<file path="src/rtl/pipe_pkg.sv">
// rtl/pipe_pkg.sv - shared types and width presets for pipeline stage registers
package pipe_pkg;

  typedef enum logic [1:0] {
    PS_EMPTY = 2'd0,
    PS_ONE   = 2'd1,
    PS_TWO   = 2'd2
  } ps_state_t;

  // Wide enough for any stage; instantiators slice the low CTRL_W bits.
  localparam int MAX_CTRL_W = 64;
  localparam logic [MAX_CTRL_W-1:0] BUBBLE_CTRL = '0;

  // EX/MEM carries ALU result, store data and PC+4; MEM/WB carries memory data and ALU result.
  localparam int EXMEM_DATA_W = 96;
  localparam int EXMEM_CTRL_W = 8;
  localparam int MEMWB_DATA_W = 64;
  localparam int MEMWB_CTRL_W = 8;

endpackage

</file>
<file path="src/rtl/pipe_stage_reg_sat_counter.sv">
// rtl/pipe_stage_reg_sat_counter.sv - saturating event counter with async active-low clear
module sat_counter #(
  parameter int CNT_W = 16
) (
  input  logic             clk,
  input  logic             clr_n,
  input  logic             inc,
  output logic [CNT_W-1:0] count
);

  always_ff @(posedge clk or negedge clr_n) begin
    if (!clr_n) begin
      count <= '0;
    end else if (inc && (count != {CNT_W{1'b1}})) begin
      count <= count + CNT_W'(1);
    end
  end

endmodule

</file>
<file path="src/rtl/pipe_stage_reg.sv">
// rtl/pipe_stage_reg.sv - valid/ready pipeline stage register with optional 2-entry skid
module pipe_stage_reg
  import pipe_pkg::*;
#(
  parameter int DATA_W = 32,
  parameter int CTRL_W = 8,
  parameter int SKID   = 1,
  parameter int CNT_W  = 16
) (
  input  logic              clk,
  input  logic              rst,
  input  logic              stall,
  input  logic              flush,
  input  logic              in_valid,
  output logic              in_ready,
  input  logic [DATA_W-1:0] in_data,
  input  logic [CTRL_W-1:0] in_ctrl,
  output logic              out_valid,
  input  logic              out_ready,
  output logic [DATA_W-1:0] out_data,
  output logic [CTRL_W-1:0] out_ctrl,
  output logic [CNT_W-1:0]  bubble_cnt
);

  localparam int ENT_W = CTRL_W + DATA_W;
  localparam logic [ENT_W-1:0] EMPTY_WORD = {BUBBLE_CTRL[CTRL_W-1:0], {DATA_W{1'b0}}};

  ps_state_t        state_q, state_d;
  logic [ENT_W-1:0] head_q, head_d;
  logic [ENT_W-1:0] skid_q, skid_d;
  logic             ready_q, ready_d;
  logic             in_xfer, out_xfer, bubble_inc;
  logic [ENT_W-1:0] in_word;

  assign in_word = {in_ctrl, in_data};
  assign {out_ctrl, out_data} = head_q;

  // Skid mode: ready comes from a flop so out_ready never reaches in_ready.
  always_comb begin
    out_valid = (state_q != PS_EMPTY) & ~stall & ~flush;
    if (SKID != 0) begin
      in_ready = rst & ready_q & ~stall & ~flush;
    end else begin
      in_ready = rst & ~stall & ~flush & ((state_q == PS_EMPTY) | out_ready);
    end
  end

  assign in_xfer    = in_valid & in_ready;
  assign out_xfer   = out_valid & out_ready;
  assign bubble_inc = out_ready & ~out_valid & ~stall & ~flush;

  always_comb begin
    state_d = state_q;
    head_d  = head_q;
    skid_d  = skid_q;
    if (flush) begin
      state_d = PS_EMPTY;
      head_d  = EMPTY_WORD;
      skid_d  = EMPTY_WORD;
    end else if (!stall) begin
      case (state_q)
        PS_EMPTY: begin
          if (in_xfer) begin
            head_d  = in_word;
            state_d = PS_ONE;
          end
        end
        PS_ONE: begin
          if (in_xfer && out_xfer) begin
            head_d = in_word;
          end else if (in_xfer && (SKID != 0)) begin
            skid_d  = in_word;
            state_d = PS_TWO;
          end else if (out_xfer) begin
            head_d  = EMPTY_WORD;
            state_d = PS_EMPTY;
          end
        end
        PS_TWO: begin
          if (out_xfer) begin
            head_d  = skid_q;
            skid_d  = EMPTY_WORD;
            state_d = PS_ONE;
          end
        end
        default: begin
          state_d = PS_EMPTY;
          head_d  = EMPTY_WORD;
          skid_d  = EMPTY_WORD;
        end
      endcase
    end
    ready_d = (state_d != PS_TWO);
  end

  always_ff @(posedge clk or negedge rst) begin
    if (!rst) begin
      state_q <= PS_EMPTY;
      head_q  <= '0;
      skid_q  <= '0;
      ready_q <= 1'b1;
    end else begin
      state_q <= state_d;
      head_q  <= head_d;
      skid_q  <= skid_d;
      ready_q <= ready_d;
    end
  end

  sat_counter #(.CNT_W(CNT_W)) u_bubble (
    .clk   (clk),
    .clr_n (rst),
    .inc   (bubble_inc),
    .count (bubble_cnt)
  );

endmodule

</file>
<file path="config.mk">
export PLATFORM = sky130hd
export DESIGN_NAME = pipe_stage_reg
export DESIGN_NICKNAME = d
export VERILOG_FILES = /design/src/rtl/pipe_pkg.sv /design/src/rtl/pipe_stage_reg_sat_counter.sv /design/src/rtl/pipe_stage_reg.sv
export SDC_FILE = /design/constraint.sdc
export NUM_CORES = 1
export LEC_CHECK = 0
export ABC_AREA = 0
export BUFFER_PORTS_ARGS = -buffer_cell sky130_fd_sc_hd__buf_2
export CAP_MARGIN = 30
export CORE_UTILIZATION = 58
export DETAILED_ROUTE_END_ITERATION = 7
export PLACE_DENSITY_LB_ADDON = 0.15
export SLEW_MARGIN = 20
export SYNTH_ARGS = -nofsm -noshare
export SYNTH_HDL_FRONTEND = slang
export SYNTH_HIERARCHICAL = 1
export SYNTH_SLANG_ARGS = --single-unit
</file>
<file path="constraint.sdc">
create_clock -name clk -period 5.95 [get_ports clk]
set_input_delay 0.2975 -clock clk [delete_from_list [all_inputs] [get_ports clk]]
set_output_delay 0.2975 -clock clk [all_outputs]
set_load 0.01 [all_outputs]
</file>
Word-level counts from Yosys, hierarchy flattened. Index checks and enable logic that the tools add are counted.

Register bits: 99. Logic and storage cells: 57.

Add/sub/neg operators: 1. Equal/unequal tests: 12. Mux-type cells: 20. Bitwise gates (word level): 13. Reduce and logical (&&, ||, !) cells: 6.

Operators with widths (number): 40-bit 2-to-1 mux (10); 40-bit case mux with 3 select lines (2); 16-bit by 1-bit adder with 16-bit output, second input constant (1); 16-bit != test, second input constant (1); 2-bit 2-to-1 mux (7); 3-bit != test, second input constant (4); 1-bit AND (10); 5-bit AND reduction (2); 4-bit != test, second input constant (2); 2-bit case mux with 3 select lines (1); 2-bit != test, second input constant (2); 1-bit NOT (3); 2-bit by 1-bit == test with 1-bit output, second input constant (1); 2-bit == test, second input constant (1); 1-bit logical AND (2); 2-bit zero test (1); 2-bit by 1-bit != test with 1-bit output, second input constant (1); 2-bit nonzero test (1).

Longest topological paths before layout. Gate-level depths: netlist of the first run.

Depth after elaboration: 11. Depth in mapped cells: 8.

By module. Netlist of the first run, hierarchy kept.

Modules (own cells, without submodules): pipe_stage_reg (times used 1, cells each 303, area each 3699.8 um^2, seq. area each 2078.2 um^2); sat_counter (times used 1, cells each 77, area each 884.6 um^2, seq. area each 400.4 um^2).

Least setup slack after synthesis of the first run. No wires, ideal clock.

Path type: reg2reg. Start point: register state_q[1]. End point: register u_bubble.count[15]. Setup time: 0.125 ns. Arrival time: 1.793 ns. Required time: 5.825 ns. Setup slack: 4.032 ns. Cell stages (with the launch flop): 8. Buffers on the path: 1. Period minus slack after synthesis: 1.918 ns. Cells stage by stage: dfrtp_1 -> clkbuf_1 -> nor2_1 -> and3_1 -> nand4_1 -> nor4_4 -> nand3_2 -> mux2_4.

Cells in the longest elaborated chain, start to end: 8.

RTL lines: start, declared (line pipe_stage_reg.sv:28) `ps_state_t state_q, state_d;`; start signal, assigned (line pipe_stage_reg.sv:103) `state_q <= state_d;`; 2-bit nonzero test (line pipe_stage_reg.sv:40) `out_valid = (state_q != PS_EMPTY) & ~stall & ~flush;`; 1-bit AND (2 in series) (line pipe_stage_reg.sv:40); 1-bit NOT (line pipe_stage_reg.sv:50) `assign bubble_inc = out_ready & ~out_valid & ~stall & ~flush;`; 1-bit AND (3 in series) (line pipe_stage_reg.sv:50); via bubble_inc (line pipe_stage_reg.sv:32) `logic in_xfer, out_xfer, bubble_inc;`; 1-bit logical AND (line pipe_stage_reg_sat_counter.sv:14) `end else if (inc && (count != {CNT_W{1'b1}})) begin`; end signal, assigned (line pipe_stage_reg_sat_counter.sv:15) `count <= count + CNT_W'(1);`; end, declared (line pipe_stage_reg_sat_counter.sv:8) `output logic [CNT_W-1:0] count`.

The timed path passes the listed nets, and every way through them passes these cells. A chain may end at the register's enable or synchronous reset.

Worst setup path after layout of the first run.
Start point: input rst. End point: register head_q[38].

Cells in the longest elaborated chain, start to end: 9. Elaborated cells on any way between the ends: 13.

RTL lines: start, declared (line pipe_stage_reg.sv:11) `input logic rst,`; 1-bit AND (*) (3 in series) (line pipe_stage_reg.sv:42) `in_ready = rst & ready_q & ~stall & ~flush;`; 1-bit AND (*) (line pipe_stage_reg.sv:48) `assign in_xfer = in_valid & in_ready;`; 1-bit logical AND (line pipe_stage_reg.sv:69) `if (in_xfer && out_xfer) begin`; 40-bit 2-to-1 mux (line pipe_stage_reg.sv:69); 40-bit case mux with 3 select lines (line pipe_stage_reg.sv:61) `case (state_q)`; 40-bit 2-to-1 mux (line pipe_stage_reg.sv:60) `end else if (!stall) begin`; 40-bit 2-to-1 mux (line pipe_stage_reg.sv:56) `if (flush) begin`; end signal, assigned (line pipe_stage_reg.sv:99) `head_q <= '0;`; end signal, assigned (line pipe_stage_reg.sv:104) `head_q <= head_d;`; end, declared (line pipe_stage_reg.sv:29) `logic [ENT_W-1:0] head_q, head_d;`.

Every way passes the cells marked *; elsewhere a longest branch is shown, timed or not. The select of a mux whose other input is x is not followed.

==> flow_summary_export.csv, run 1 <==
group,metric,value,unit
status,status,"finished, final reports clean",
grt,grt_max_degree,54,
route,drc,0,
floorplan,coreArea,0.007687,mm2
critical_path,slowest_stage,"a221o_2",
cts,cts_tree,"built",
cts,cts.sinks,99,
critical_path,required,6.19,ns
critical_path,path_class,"input port to flop",
placed_design,place_congestion,0.7980,
critical_path,slowest_delay,0.69,ns
critical_path,crit_chain,"dlygate4sd3_1, buf_4, and4bb_1, a2111oi_4, a221o_2, a32o_1",
timing,period_share,46.38,%
synth,synth_edf_count,0,
critical_path,start_kind,"input port",
timing,slew_violations,0,
critical_path,worstPathArrival,3.00,ns
floorplan,rows,32,
cts,cts.clk_slew.worst_paths,0.10,ns
timing,finalHoldViolations,0,
grt,grt_pass1_vias,3235,
grt,antenna_found_initial,0,
timing,slew-limit-headroom,38.60,%
route,wl_per_cell,17.99,um
synth,synth_top_area_share,53.49,%
floorplan,die_area,0.008264,mm2
flow_run,maxCapViolCount,0,
pwr,power_density,256.4,mW/mm2
pwr,irDropWorstVdd,185.2,uV
synth,synth_cell_types,45,
cells_and_area,drive_gt1_share,32.14,%
hold_path,hold_class,"input port to flop",
route,top_layer,"met4",
route,viasPerCell,5.983,
route,wl_met2,5044,um
synth,synthesis.nets,427,
timing,setup_viol,0,
cells_and_area,syn2layout_area_growth,16.65,%
critical_path,critPathMaxFanout,48,
critical_path,r2r_start,"state_q[1]$_DFF_PN0_",
route,wl_met1,4695,um
cts,cts_buffers,9,
synth,synthCells,380,
timing,worstMarginPinSlew,0.9210,ns
cts,postCtsResizedCells,0,
timing,layout_min_cycle_time,2.759,ns
timing,rsz0062_at_grt,"no",
placed_design,dp.final_hpwl,6705,um
timing,skew,0.007690,ns
route,ant_nets,0,
synth,synthFlopType,"dfrtp_1",
route,first_pass_iters,5,
synth,yosys_warnings,6,
floorplan,die_y,90.91,um
critical_path,end_kind,"flop",
synth,syn_area,0.004584,mm2
cells_and_area,final_common_cell,"buf_2",
grt,track_usage,25.12,%
timing,tns,0,ns
route,vias,3440,
synth,synth-seq-cells,99,
cts,cts-root-buf,"clkbuf_8",
pwr,leakagePower,2.595,nW
route,drtIter0Drc,191,
floorplan,pin_count,104,
cts,cts_buffer_depth,2,
synth,syn_avg_cell_area,12.06,um2
floorplan,start_util,59.64,%
grt,grt_pass1_wl,16370,um
hold_path,hp-start,"in_data[12]",
route,dr_wl_met3,459,um
cells_and_area,n_antenna_cell,0,
placed_design,portBuffers,103,
cells_and_area,most-common-layout-cells,"buf_2 (102), dfrtp_1 (97), a21oi_1 (43), nor2b_1 (40), a22o_1 (40)",
synth,yosysTopAreaCell,"dfrtp_1",
cells_and_area,fill_cells,612,
cts,cts_max_level,3,
route,drt-total-wl,10350,um
critical_path,startpoint,"rst",
timing,max_clock_freq,0.3624,GHz
grt,overflow,0,
synth,synth-seq-area-share,54.07,%
cts,clkLatencyLatePin,0.35,ns
cells_and_area,nNetsFinal,515,
cells_and_area,fin_util,69.56,%
synth,synth_area_leaders,"dfrtp_1 (53%), a22o_1 (7.6%), nor2b_1 (5.6%), o2bb2ai_1 (5.3%), a21oi_1 (4.7%)",
floorplan,die_w,90.91,um
synth,synthArstFlopShare,100.0,%
-- report_power, final --
part / switching [mW] / internal [mW]
sequential: 0.0351 / 0.700
clock: 0.227 / 0.238
combinational: 0.0968 / 0.0739
-- worst max-delay path: cells and delay by family --
| kind | cells | cell delay, ns |
|---|---|---|
| compound gates | 3 | 1.16 |
| buf+inv | 2 | 1.02 |
| simple gates | 1 | 0.50 |
-- routing by layer --
| layer | up-vias | track usage [%] |
|---|---|---|
| met1 | 1730 | 34.70 |
| met2 | 88 | 40.03 |
| met3 | 12 | 5.724 |
| li1 | 1610 | - |
| met4 | 0 | 7.275 |
| met5 | - | 0 |
-- repair_timing --
action,in CTS,in global routing
hold buffers,1,0
endpoints found under the setup margin,0,0
setup buffers,0,0
endpoints found under the hold margin,46,0
-- cell families (layout without fill, tap and decap cells) --
| logic type | Yosys count | in the layout | share of synthesized area, % |
|---|---|---|---|
| fa+ha+maj | 1 | 1 | 0.2729 |
| mux | 2 | 2 | 0.6550 |
| compound gates | 146 | 146 | 26.12 |
| xor+xnor | 8 | 8 | 1.528 |
| buf+inv | 34 | 127 | 4.121 |
| flops | 99 | 99 | 54.07 |
| simple gates | 90 | 90 | 13.24 |
-- registers in the layout (all words and copies together) (netlist names) --
register        cells
skid_q             40
state_q             2
u_bubble/count     16
ready_q             1
head_q             40
-- synthesized netlist by cell type (5+ instances only) --
cell type,n
dfrtp_1,98
buf_2,13
o2bb2ai_1,28
nand3_1,5
xnor2_1,5
nand4_1,9
nor2b_1,41
o2bb2ai_2,11
nor2_1,11
a21oi_1,43
o21a_1,5
clkbuf_1,12
buf_6,6
a22o_1,40
-- area by class of cell --
cell class / instances / area, um2 / share of cell area (%)
Sequential cell: 99 / 2480 / 46.37
Multi-Input combinational cell: 247 / 1933 / 36.15
Inverter: 3 / 11.26 / 0.2106
Tap cell: 102 / 127.6 / 2.387
Clock inverter: 6 / 90.09 / 1.685
Timing Repair Buffer: 108 / 578.1 / 10.81
Clock buffer: 10 / 127.6 / 2.387
-- per-stage QoR --
step	instances	hold WS (ns)	setup WS [ns]	power [mW]	area [um2]
floorplan	380	0.001909	4.032	0.8436	4584
finish	575	0.1713	3.191	1.371	5348
global route	575	0.1490	2.991	1.425	5348
detailed placement	557	0.3399	2.958	0.9195	5092
global placement	557	0.3422	3.056	0.9147	5092
CTS	574	0.1605	2.943	1.382	5320
-- path summary, 6_finish.rpt --
kind,endpoint,slack (ns),depth (start not counted)
setup / recovery,head_q[38]$_DFFE_PN0P_,3.19,6
hold / removal,skid_q[12]$_DFFE_PN0P_,0.17,2
setup reg to reg,head_q[7]$_DFFE_PN0P_,3.34,4
hold reg to reg,head_q[5]$_DFFE_PN0P_,0.49,1
max in group asynchronous,state_q[1]$_DFF_PN0_,4.33,3
min in group asynchronous,skid_q[21]$_DFFE_PN0P_,0.48,2
No activity file was read; power rests on OpenSTA's default activity.
==> run 2: changes to the inputs <==
Settings changed: ABC_AREA 0 to 1, CORE_UTILIZATION 58 to 51.
Clock period 5.95 ns to 2.2 ns, I/O delays scaled along.
==> run 2 against run 1 <==
Against the previous run: via count up 59%; flip-flop and latch count unchanged; clock skew up 0.0030 ns; routed wire length up 40%; final area up 20%; die area up 36%; non-clock buffer count up 12; clock power rose to 2.9 times the previous value; critical endpoint is now skid_q[4]$_DFFE_PN0P_.
==> flow_summary_export.csv, run 2 <==
group,metric,value,unit
timing,skew,0.01071,ns
cts,clkLatencyLatePin,0.37,ns
critical_path,slowest_stage,"dfrtp_1",
synth,synthArstFlopShare,100.0,%
placed_design,dp.final_hpwl,9695,um
grt,grt_pass1_vias,5238,
route,first_pass_iters,6,
synth,synth_common_cells,"nand2_1 (392), nand3_1 (133), dfrtp_1 (98)",
synth,synth_edf_count,0,
timing,max_clock_freq,0.5309,GHz
synth,synth-seq-area-share,44.99,%
pwr,power_density,638.0,mW/mm2
grt,antenna_found_initial,0,
cts,cts_buffer_depth,2,
pwr,leakagePower,3.589,nW
cts,cts_max_level,3,
cells_and_area,nNetsFinal,939,
placed_design,pre_cts_slack,0.3289,ns
cts,cts.sinks,99,
floorplan,start_util,52.89,%
route,ant_nets,0,
synth,syn_avg_cell_area,6.852,um2
synth,synth_area_leaders,"dfrtp_1 (45%), nand2_1 (27%), nand3_1 (12%), nor2_1 (3.9%), inv_1 (2.1%)",
cells_and_area,most-common-layout-cells,"nand2_1 (392), nand3_1 (133), buf_2 (102), dfrtp_1 (98), nor2_1 (55)",
timing,layout_min_cycle_time,1.883,ns
timing,slew_violations,0,
hold_path,hold_class,"input port to flop",
placed_design,portBuffers,103,
floorplan,rows,37,
critical_path,worstPathArrival,2.19,ns
pwr,power.internal,2.908,mW
grt,grt_max_degree,54,
pwr,combinationalPowerShare,17.1,%
grt,track_usage,27.62,%
synth,synthesis.nets,851,
synth,synth_cell_types,28,
cells_and_area,n_antenna_cell,0,
critical_path,crit_chain,"inv_2, nand2_2, nand3_1, o21ai_1, nand2_1, nand2_1, buf_4, nand2_1, nand2_1",
critical_path,start_kind,"flop",
route,drc,0,
timing,hold_slack,0.07372,ns
critical_path,crit_top_cell,"nand2_1",
timing,setup_viol,0,
critical_path,path_class,"flop to flop",
critical_path,required,2.51,ns
pwr,p_seq_share,50.2,%
cells_and_area,fin_util,61.43,%
cells_and_area,reg_top3,"head_q x40, skid_q x40, u_bubble/count x16",
flow_run,maxCapViolCount,0,
pwr,finalPower,4.082,mW
cells_and_area,final_common_cell,"nand2_1",
cells_and_area,drive_gt1_share,18.39,%
critical_path,critPathMaxFanout,11,
route,viasPerCell,5.301,
pwr,p_sw_share,28.76,%
timing,finalHoldViolations,0,
timing,period_share,85.61,%
synth,syn_area,0.005509,mm2
critical_path,end_kind,"flop",
synth,yosys_warnings,6,
cts,cts_buffers,9,
synth,synthFlopType,"dfrtp_1",
grt,overflow,0,
route,drtIter0Drc,392,
pwr,switching_power,1.174,mW
synth,synth-seq-cells,99,
synth,yosysTopAreaCell,"dfrtp_1",
status,status,"finished, final reports clean",
cts,cts-root-buf,"clkbuf_8",
route,vias,5476,
floorplan,die_area,0.01122,mm2
synth,synthCells,804,
pwr,irDropWorstVdd,322.3,uV
synth,yosysMostFrequentCell,"nand2_1",
timing,worstMarginPinSlew,0.6860,ns
synth,synth_top_area_share,44.52,%
pwr,p_clk_share,32.7,%
timing,slew-limit-headroom,54.27,%
timing,rsz0062_at_grt,"no",
floorplan,die_y,105.9,um
critical_path,slowest_delay,0.43,ns
placed_design,place_congestion,0.8846,
route,wl_per_cell,14.01,um
floorplan,pin_count,104,
cells_and_area,syn2layout_area_growth,16.15,%
route,drt-total-wl,14470,um
floorplan,die_w,105.9,um
grt,grt_pass1_wl,24710,um
cts,cts_tree,"built",
floorplan,coreArea,0.01042,mm2
cts,cts.clk_slew.worst_paths,0.10,ns
timing,tns,0,ns
timing,fin_ws,0.3165,ns
==> run 2: path summary, 6_finish.rpt <==
kind | start | to | slack (ns) | cells after the start
max in group asynchronous | rst | skid_q[22]$_DFFE_PN0P_ | 0.70 | 4
max | state_q[0]$_DFF_PN0_ | skid_q[4]$_DFFE_PN0P_ | 0.32 | 9
min | in_ctrl[1] | head_q[33]$_DFFE_PN0P_ | 0.07 | 5
min reg2reg | skid_q[38]$_DFFE_PN0P_ | skid_q[38]$_DFFE_PN0P_ | 0.48 | 2
max reg2reg | state_q[0]$_DFF_PN0_ | skid_q[4]$_DFFE_PN0P_ | 0.32 | 9
min in group asynchronous | rst | head_q[2]$_DFFE_PN0P_ | 0.43 | 3
==> run 2: timing repair <==
action                    CTS  global route
gates resized for setup     0             0
hold buffers                1             0
setup buffers               0             0
hold endpoints to repair   52             0
==> run 2: cell type report <==
type	instances	area, um2
Tap cell	136	170.2
Inverter	38	143.9
Clock buffer	12	155.1
Multi-Input combinational cell	624	2705
Fill cell	1015	4018
Clock inverter	4	72.57
Timing Repair Buffer	120	673.1
Sequential cell	99	2479
==> run 2: power groups by stage <==
stage	clock (mW)	sequential, mW	combinational [mW]
floorplan	0	2.13	0.334
global placement	0	2.08	0.689
detailed placement	0	2.08	0.699
CTS	1.36	2.05	0.704
global route	1.43	2.07	0.781
finish	1.33	2.05	0.699
==> run 2: routing by layer <==
metal | track usage, % | wire, um | vias to the layer above
li1 | - | - | 2689
met1 | 36.63 | 6488 | 2585
met2 | 45.94 | 6990 | 183
met3 | 3.740 | 743 | 19
met4 | 10.91 | 249 | 0
met5 | 0 | 0 | -
==> run 2: critical path, delay by kind of cell (launching register included) <==
kind / cells / cell delay [ns]
simple gates: 6 / 0.89
buf+inv: 2 / 0.33
compound gates: 1 / 0.17
flops: 1 / 0.43
==> run 2: cells by family (layout without fill, tap and decap cells) <==
kind of cell,count (synthesis),count (layout),share of synthesized area [%]
flops,99,99,44.99
simple gates,610,610,46.79
compound gates,9,9,1.068
fa+ha+maj,1,1,0.2271
xor+xnor,4,4,0.6360
buf+inv,81,174,6.291
==> run 2: stage by stage <==
| step | instance area [um2] | std cells |
|---|---|---|
| 3_5_place_dp | 6161 | 1016 |
| 2_1_floorplan | 5509 | 804 |
| 5_1_grt | 6399 | 1033 |
| 3_3_place_gp | 6161 | 1016 |
| 4_1_cts | 6399 | 1033 |
| 6_report | 6399 | 1033 |
==> run 3: changes to the inputs <==
Settings changed: CORE_UTILIZATION 51 to 56.
Clock period 2.2 ns to 2 ns, I/O delays scaled along.
==> run 3 against run 2 <==
Against the previous run: utilization increased by 6.8 points; final area about the same; hold slack got worse by 0.0062 ns; critical path type unchanged; non-clock buffer count is 7 higher; global-route usage grew 1.7 points; power grew 8.1%; sequential share of layout area is essentially flat.
==> flow_summary_export.csv, run 3 (same netlist as run 2, synthesis figures left out) <==
group,metric,value,unit
status,status,"finished, final reports clean",
floorplan,die_y,101.2,um
cells_and_area,fill_cells,859,
cells_and_area,most-common-layout-cells,"nand2_1 (392), nand3_1 (133), buf_2 (102), dfrtp_1 (98), nor2_1 (55)",
route,drtIter0Drc,444,
route,first_pass_iters,5,
floorplan,pin_count,104,
grt,antenna_found_initial,0,
grt,overflow,0,
floorplan,start_util,58.79,%
route,vias,5489,
timing,rsz0062_at_grt,"no",
cells_and_area,reg_top3,"head_q x40, skid_q x40, u_bubble/count x16",
hold_path,hold_class,"input port to flop",
cts,cts_buffers,9,
timing,tns,0,ns
timing,worstMarginPinSlew,0.6565,ns
cells_and_area,drive_gt1_share,18.83,%
flow_run,maxCapViolCount,0,
grt,grt_pass1_vias,5003,
pwr,irDropWorstVdd,343.8,uV
grt,grt_max_degree,53,
placed_design,portBuffers,103,
cts,cts-root-buf,"clkbuf_8",
cts,cts_tree,"built",
timing,layout_min_cycle_time,1.719,ns
grt,track_usage,29.34,%
route,drt-total-wl,13980,um
cts,cts_buffer_depth,2,
critical_path,rrSetupSlack,0.28,ns
critical_path,path_class,"flop to flop",
cts,cts.sinks,99,
timing,slew-limit-headroom,56.23,%
critical_path,required,2.30,ns
cells_and_area,final_common_cell,"nand2_1",
timing,setup_viol,0,
timing,max_clock_freq,0.5816,GHz
floorplan,coreArea,0.009371,mm2
cts,cts_setup_buffers,0,
route,viasPerCell,5.319,
placed_design,place_congestion,0.8595,
pwr,leakagePower,3.603,nW
floorplan,die_w,101.2,um
grt,grt_pass1_wl,23520,um
cells_and_area,syn2layout_area_growth,16.13,%
critical_path,critPathMaxFanout,28,
placed_design,dp.final_hpwl,9746,um
critical_path,worstPathArrival,2.02,ns
route,wl_per_cell,13.54,um
timing,slew_violations,0,
cells_and_area,n_antenna_cell,0,
critical_path,start_kind,"flop",
floorplan,rows,35,
route,drc,0,
cells_and_area,nNetsFinal,946,
timing,period_share,85.96,%
timing,skew,0.009524,ns
pwr,power_density,689.9,mW/mm2
cts,cts_max_level,3,
pwr,finalPower,4.413,mW
critical_path,end_kind,"flop",
timing,finalHoldViolations,0,
cts,cts.clk_slew.worst_paths,0.10,ns
cts,clkLatencyLatePin,0.37,ns
floorplan,die_area,0.01024,mm2
route,ant_nets,0,
-- run 3: cell types whose count changed in the layout (fill, tap and decap cells not counted), sizes merged --
| cell | change |
|---|---|
| buf | +7 |
| clkbuf | -1 |
-- run 3: report_power, final --
part,internal [mW],switching [mW],leakage (nW),total [mW]
registers,2.14,0.111,1.34,2.25
logic,0.288,0.477,2.17,0.766
clock network,0.702,0.694,0.0996,1.40
-- run 3: final cells by class --
cell class	count	area (um2)	share of cell area [%]
Clock inverter	4	76.32	1.193
Inverter	38	143.9	2.249
Clock buffer	11	131.4	2.054
Tap cell	129	161.4	2.523
Multi-Input combinational cell	624	2705	42.28
Sequential cell	99	2479	38.74
Timing Repair Buffer	127	700.7	10.95
-- run 3: per-layer routing --
metal | GRT usage, % | share of wire, % | vias to the layer above
li1 | - | - | 2709
met2 | 50.03 | 50 | 183
met5 | 0 | 0 | -
met1 | 39.15 | 43 | 2580
met3 | 4.003 | 5.8 | 17
met4 | 9.142 | 1.4 | 0
-- run 3: worst paths after layout --
check,endpoint,cells after the start,from
setup / recovery,skid_q[24]$_DFFE_PN0P_,9,state_q[1]$_DFF_PN0_
hold / removal,head_q[6]$_DFFE_PN0P_,5,in_data[6]
setup reg to reg,skid_q[24]$_DFFE_PN0P_,9,state_q[1]$_DFF_PN0_
hold reg to reg,skid_q[3]$_DFFE_PN0P_,2,skid_q[3]$_DFFE_PN0P_
max in group asynchronous,skid_q[27]$_DFFE_PN0P_,4,rst
min in group asynchronous,head_q[3]$_DFFE_PN0P_,3,rst
-- run 3: through the flow --
stage | instance area (um2) | hold slack [ns] | cells | util [%] | setup WS (ns)
2_1_floorplan | 5509 | -0.1956 | 804 | - | 0.3956
3_3_place_gp | 6180 | 0.2880 | 1016 | 65.94 | 0.3426
3_5_place_dp | 6180 | 0.2981 | 1016 | 65.94 | 0.2870
4_1_cts | 6397 | 0.06251 | 1032 | 68.26 | 0.2858
5_1_grt | 6397 | 0.09249 | 1032 | 68.26 | 0.07382
6_report | 6397 | 0.06753 | 1032 | 68.26 | 0.2807
-- run 3: repair_timing --
action	in CTS	in global routing
resized for setup	0	0
hold buffers	1	0
hold endpoints to repair	50	0
setup endpoints to repair	0	0
-- run 3: critical path: stages (launching register included) --
cell and delay [ns]:
dfrtp_1 0.43, inv_2 0.09, nand2_2 0.11, nand3_1 0.19, o21ai_1 0.17, nand2_1 0.09
nand2_1 0.09, buf_4 0.30, nand2_1 0.10, nand2_1 0.07
